<file path="src/rtl/unsigned_divider_u32.sv">
// Restoring shift/subtract unsigned divider: rem_quot = {B % A, B / A}, one quotient bit per clock.
// Optional macro UNSIGNED_DIVIDER_DBZ_EN adds a registered div_by_zero flag.
`timescale 1ns/1ps
module unsigned_divider_u32 #(
   parameter int WIDTH = 32
) (
   input  logic                 clk,
   input  logic                 rst_n,
   input  logic                 start,
   input  logic [WIDTH-1:0]     A,
   input  logic [WIDTH-1:0]     B,
   output logic [2*WIDTH-1:0]   rem_quot,
`ifdef UNSIGNED_DIVIDER_DBZ_EN
   output logic                 div_by_zero,
`endif
   output logic                 ready
);

   localparam int CNT_W = $clog2(WIDTH + 1);
   localparam logic [CNT_W-1:0] LAST = CNT_W'(WIDTH - 1);

   typedef enum logic {IDLE, BUSY} state_t;

   state_t           state, state_next;
   logic [CNT_W-1:0] count;
   logic [WIDTH-1:0] divisor;
   logic             launch;

   // One restoring step: trial-subtract the divisor from the top WIDTH+1 bits, then shift left.
   function automatic logic [2*WIDTH-1:0] restore_step(input logic [2*WIDTH-1:0] rq,
                                                      input logic [WIDTH-1:0]   d);
      logic [WIDTH:0] trial;
      trial = rq[2*WIDTH-1:WIDTH-1] - {1'b0, d};
      if (!trial[WIDTH])
         return {trial[WIDTH-1:0], rq[WIDTH-2:0], 1'b1};
      else
         return {rq[2*WIDTH-2:0], 1'b0};
   endfunction

   assign launch = (state == IDLE) && start;

   always_ff @(posedge clk or negedge rst_n) begin
      if (!rst_n)
         state <= IDLE;
      else
         state <= state_next;
   end

   always_comb begin
      state_next = state;
      ready      = 1'b0;
      case (state)
         IDLE: begin
            ready = 1'b1;
            if (start)
               state_next = BUSY;
         end
         BUSY: begin
            if (count == LAST)
               state_next = IDLE;
         end
         default: state_next = IDLE;
      endcase
   end

   always_ff @(posedge clk or negedge rst_n) begin
      if (!rst_n) begin
         rem_quot <= '0;
         count    <= '0;
      end else if (launch) begin
         rem_quot <= {{WIDTH{1'b0}}, B};
         count    <= '0;
      end else if (state == BUSY) begin
         rem_quot <= restore_step(rem_quot, divisor);
         count    <= count + CNT_W'(1);
      end
   end

   // The divisor only matters while BUSY, so it needs no reset.
   always_ff @(posedge clk) begin
      if (launch)
         divisor <= A;
   end

`ifdef UNSIGNED_DIVIDER_DBZ_EN
   always_ff @(posedge clk or negedge rst_n) begin
      if (!rst_n)
         div_by_zero <= 1'b0;
      else if (launch)
         div_by_zero <= (A == '0);
   end
`endif

endmodule

</file>
<file path="config.mk">
export PLATFORM = sky130hd
export DESIGN_NAME = unsigned_divider_u32
export DESIGN_NICKNAME = d
export VERILOG_FILES = /design/src/rtl/unsigned_divider_u32.sv
export SDC_FILE = /design/constraint.sdc
export NUM_CORES = 1
export LEC_CHECK = 0
export BUFFER_PORTS_ARGS = -buffer_cell sky130_fd_sc_hd__buf_2
export CORE_MARGIN = 1.5
export CORE_UTILIZATION = 50
export DETAILED_ROUTE_END_ITERATION = 8
export PLACE_DENSITY = 0.82
export SLEW_MARGIN = 20
export SYNTH_ARGS = -nofsm -noshare
export SYNTH_HDL_FRONTEND = slang
export SYNTH_SLANG_ARGS = --single-unit
</file>
<file path="constraint.sdc">
create_clock -name clk -period 2.8 [get_ports clk]
set_input_delay 0.28 -clock clk [delete_from_list [all_inputs] [get_ports clk]]
set_output_delay 0.28 -clock clk [all_outputs]
set_load 0.05 [all_outputs]
</file>
* After elaboration in Yosys (flattened, before gate mapping) *
Index checks and enable logic that the tools add are counted.

word-level totals
  memories = 0
  latch bits = 0
  flip-flop bits (word level) = 103
  bits in read-only memories = 0
  output and inout port bits = 65
  bits in writable memories = 0
  input bits = 67

cells by class
  equality and inequality tests = 1
  div/mod/pow operators = 0
  $lt $le $gt $ge = 0
  bitwise logic cells = 1
  shifts and indexed selects = 0
  multiplexer cells = 9
  multipliers = 0
  $add $sub $neg = 2
  reductions and logical operators = 2

operator list
  kind                                                 count
  two-way mux 64 bit                                   3
  subtractor 33 x 32 -> 33 bit                         1
  two-way mux 6 bit                                    2
  adder 6 x 1 -> 6 bit, second input constant          1
  equality test 6 x 5 -> 1 bit, second input constant  1
  two-way mux 1 bit                                    3
  one-hot mux 1 bit (2 select lines)                   1
  nonzero test 2 bit                                   1
  logical AND 1 bit                                    1
  NOT 1 bit                                            1

* Logic depth before layout (Yosys ltp) *
  depth in word-level cells = 4
  depth in mapped cells = 15

* Worst setup path after synthesis *
OpenSTA, ideal clock, no wires.

  path type = flip-flop to flip-flop
  start point = register rem_quot[31]
  end point = register rem_quot[33]
  data required time = 2676 ps
  cell stages (with the launch flop) = 15
  clock period less this slack = 3239 ps
  arrival time = 3115 ps
  path slack = -439 ps
  buffers on the path = 2
  cell sequence = dfrtp_1 > inv_1 > ha_1 > inv_1 > fa_1 > a211oi_2 > nor4_1 > o311ai_1 > a21oi_1 > nor3_1 > xor2_1 > buf_6 > buf_2 > mux2i_1 > o21ai_1

between the ends
  word-level cells in the longest chain between the ends = 4

RTL lines
  what                          RTL line  RTL
  start: declaration            12        output logic [2*WIDTH-1:0] rem_quot,
  start signal: assignment      71        rem_quot <= {{WIDTH{1'b0}}, B};
  start signal: assignment      74        rem_quot <= restore_step(rem_quot, divisor);
  subtractor 33 x 32 -> 33 bit  33        trial = rq[2*WIDTH-1:WIDTH-1] - {1'b0, d};
  two-way mux 64 bit            34        if (!trial[WIDTH])
  two-way mux 64 bit            73        end else if (state == BUSY) begin
  two-way mux 64 bit            70        end else if (launch) begin

No other way between the ends. The select of a mux whose other input is x is not followed.
A chain may end at the register's enable or synchronous reset.

* Worst setup path after layout *
  start point = register rem_quot[31]
  end point = register rem_quot[57]

Same word-level chain as after synthesis.

==> flow_metrics.tcl <==
set metrics [dict create \
    synth_flop_cell "dfrtp_1" \
    track_usage 0.260 \
    n_antenna_cell 0 \
    dpl.hpwl_um 12000 \
    synthCells 621 \
    rsz0062_at_grt "true" \
    max-clock-path-buffers 2 \
    drv_slew 0 \
    yosysSeqAreaShare 0.449 \
    final_nets 909 \
    drt_iter0_drc 368 \
    leakagePower_nw 3.74 \
    antenna_found_initial 0 \
    synth_cell_types 62 \
    htreeDepth 3 \
    start_util 0.510 \
    yosys_warnings 0 \
    grt_pass1_vias 5400 \
    hold_class "primary input to flop" \
    finalHoldWorstSlack_ps 87.7 \
    clock-root-buffer "clkbuf_16" \
    netlist_area_um2 6100 \
    overflow 0 \
    min_period_over_period 1.02 \
    synth_top_area_frac 0.291 \
    clk_latency_ps 360 \
    die_w_um 113 \
    p_per_area_nw_per_um2 1450 \
    fin_ws_ps -66.5 \
    final_cells 960 \
    worstPathArrival_ps 3110 \
    pin_count 132 \
    cp-start-kind "flop" \
    port-buffer-count 131 \
    drc 0 \
    report.final.setup_viol 22 \
    die-area_um2 12900 \
    crit_required_ps 3050 \
    synth_nets 722 \
    rows 40 \
    async_flop_share 0.689 \
    setup_tns_ps -787 \
    hold_viol 0 \
    crit_slowest_cell "dfrtp_2" \
    ant_nets 0 \
    viasPerCell 5.69 \
    placed_cells 938 \
    clock.fmax_mhz 349 \
    syn_avg_cell_area_um2 9.82 \
    violations "setup timing" \
    drive_above_1_share 0.347 \
    cts_inserted_buffers 9 \
    ys_seq_elements 103 \
    synthTopCellsByArea "dfrtp_1 (29%), edfxtp_1 (16%), ha_1 (6.8%), mux2i_1 (5.7%), nand2_1 (5.4%)" \
    critPathKind "flop to flop" \
    critPathMaxStageDelay_ps 410 \
    worst_slew_pin_slew_ps 516 \
    cts.reportedPaths.clkPinSlew_ps 80 \
    core_area_um2 12000 \
    synthToLayoutAreaGrowth_pct 29.3 \
    die_y_um 113 \
    fillers 926 \
    drv_cap 0 \
    gp_congestion 0.957 \
    grt_max_degree 49 \
    synth_top_area_cell "dfrtp_1" \
    cp-end-kind "flop" \
    max_slew_margin 0.656 \
    critPathMaxFanout 15 \
    vias 5460 \
    finClkSkew_ps 9.14 \
    period_needed_ps 2870 \
    drt_pass1_iterations 5 \
    wire_per_inst_um 17.0 \
    grt_pass1_wl_um 26400 \
    routed_wirelength_um 16300 \
    peakVddDrop_uv 794 \
    cts_sinks 103 \
    outcome "finished with violations" \
    cts_tree "yes" \
    cp_cell_sequence "inv_2, ha_4, inv_2, fa_2, a211oi_4, nor4_2, o311ai_2, a21oi_1, nor3_1, buf_4, xor2_4, buf_4, clkbuf_16, a41o_1, o21ai_2" \
    synth_edf_count 32 \
]
==> metrics by stage <==
stage          power (mW)  utilization  area, um2  setup WS [ps]
5_1_grt              12.2        0.659       7890           -264
4_1_cts              11.1        0.649       7770           -151
2_1_floorplan        7.80            -       6250           -171
6_report             11.5        0.659       7890          -66.5
3_3_place_gp         9.55        0.621       7430          -96.6
3_5_place_dp         9.75        0.621       7430           -160
==> logic make-up after synthesis <==
group                      after synthesis  share of synthesized area
adders and majority gates               34                     0.0710
xor gates and xnor gates                31                     0.0445
muxes                                   35                     0.0574
DFF                                    103                      0.449
buffers and inverters                   80                     0.0685
and+or+nand+nor                        154                      0.113
AOI/OAI and AO/OA                      184                      0.196
==> critical path: cells and delay by family, from the launching register on <==
family	cells	cell delay, ps
flops	1	410
compound gates	5	770
fa+ha+maj	2	510
buf+inv	5	590
simple gates	2	220
xor+xnor	1	250
==> area by class of cell <==
class / count / area (um2) / area share
multi-input cells: 438 / 3170 / 0.401
flip-flops and latches: 103 / 2750 / 0.349
repair buffers: 212 / 1330 / 0.169
clock buffers: 9 / 225 / 0.0286
well taps: 147 / 184 / 0.0233
inverters: 44 / 165 / 0.0209
clock inverters: 7 / 62.6 / 0.00793
==> synth_stat cells, drive strengths merged (3+ instances only) <==
cell type  instances
nand3             18
o21ai             71
o21a               4
nand4              8
xor2              12
a221oi             3
o31ai              4
a21oi             33
nor2              18
xnor2             19
buf               17
clkbuf            19
o311ai             8
nor3               6
a22o              10
nor2b              4
a32oi              7
nand2             89
dfrtp             71
o41ai              3
a21o               9
o221ai             3
o211ai             8
edfxtp            32
a211oi             4
ha                33
mux2i             35
a31oi              9
inv               44
==> cells in the final DEF, fill, tap and decap left out, types with 4 or more instances in the layout <==
cell / synthesis / final
a21oi_1: 33 / 33
o211ai_1: 6 / 6
a22o_1: 10 / 10
a31oi_1: 9 / 8
o21ai_0: 46 / 46
nand4_1: 8 / 8
nor3_1: 6 / 5
o21ai_1: 24 / 22
buf_2: 4 / 131
buf_4: 2 / 75
o21a_1: 4 / 4
dfrtp_1: 71 / 59
nand2_1: 87 / 87
clkbuf_16: 0 / 11
a32oi_1: 7 / 7
dfrtp_2: 0 / 12
ha_1: 33 / 25
a21o_1: 8 / 8
nand3_2: 0 / 7
xor2_1: 12 / 11
nand3_1: 18 / 11
mux2i_1: 35 / 35
o311ai_1: 8 / 6
inv_1: 44 / 42
xnor2_1: 19 / 19
edfxtp_1: 32 / 32
nor2_1: 18 / 17
ha_4: 0 / 7
==> worst paths after layout <==
path,startpoint,endpoint,slack [ps],cells after the start
worst max-delay path,rem_quot[31]$_DFFE_PN0P_,rem_quot[57]$_DFFE_PN0P_,-70,15
worst min register to register,rem_quot[16]$_DFFE_PN0P_,rem_quot[17]$_DFFE_PN0P_,500,2
worst min-delay path,A[16],divisor[16]$_DFFE_PP_,90,1
max in group asynchronous,rst_n,rem_quot[42]$_DFFE_PN0P_,1690,3
worst max register to register,rem_quot[31]$_DFFE_PN0P_,rem_quot[57]$_DFFE_PN0P_,-70,15
min in group asynchronous,rst_n,rem_quot[13]$_DFFE_PN0P_,350,2
==> sequential cells by signal (all words and copies together) (netlist names) <==
name	cells
rem_quot	64
divisor	32
count	6
state	1
==> what timing repair did <==
action / 4_1_cts / 5_1_grt
endpoints found under the setup margin: 32 / 33
hold buffers: 1 / 0
endpoints found under the hold margin: 14 / 0
cloned: 0 / 2
setup buffers: 1 / 2
pin swaps: 0 / 1
gates resized for setup: 5 / 10
==> power by group <==
part | total [mW] | switching [mW] | internal (mW)
clock network | 1.24 | 0.614 | 0.624
registers | 2.63 | 0.475 | 2.15
logic | 7.60 | 4.66 | 2.94
total | 11.5 | 5.75 | 5.71
==> metal layers <==
metal | wire length (um) | vias up | track usage
met2 | 8090 | 214 | 0.448
met5 | 0 | - | 0
met4 | 303 | 0 | 0.0850
li1 | - | 2619 | -
met3 | 950 | 29 | 0.0537
met1 | 6940 | 2598 | 0.330
(Power assumes the default switching activity.)
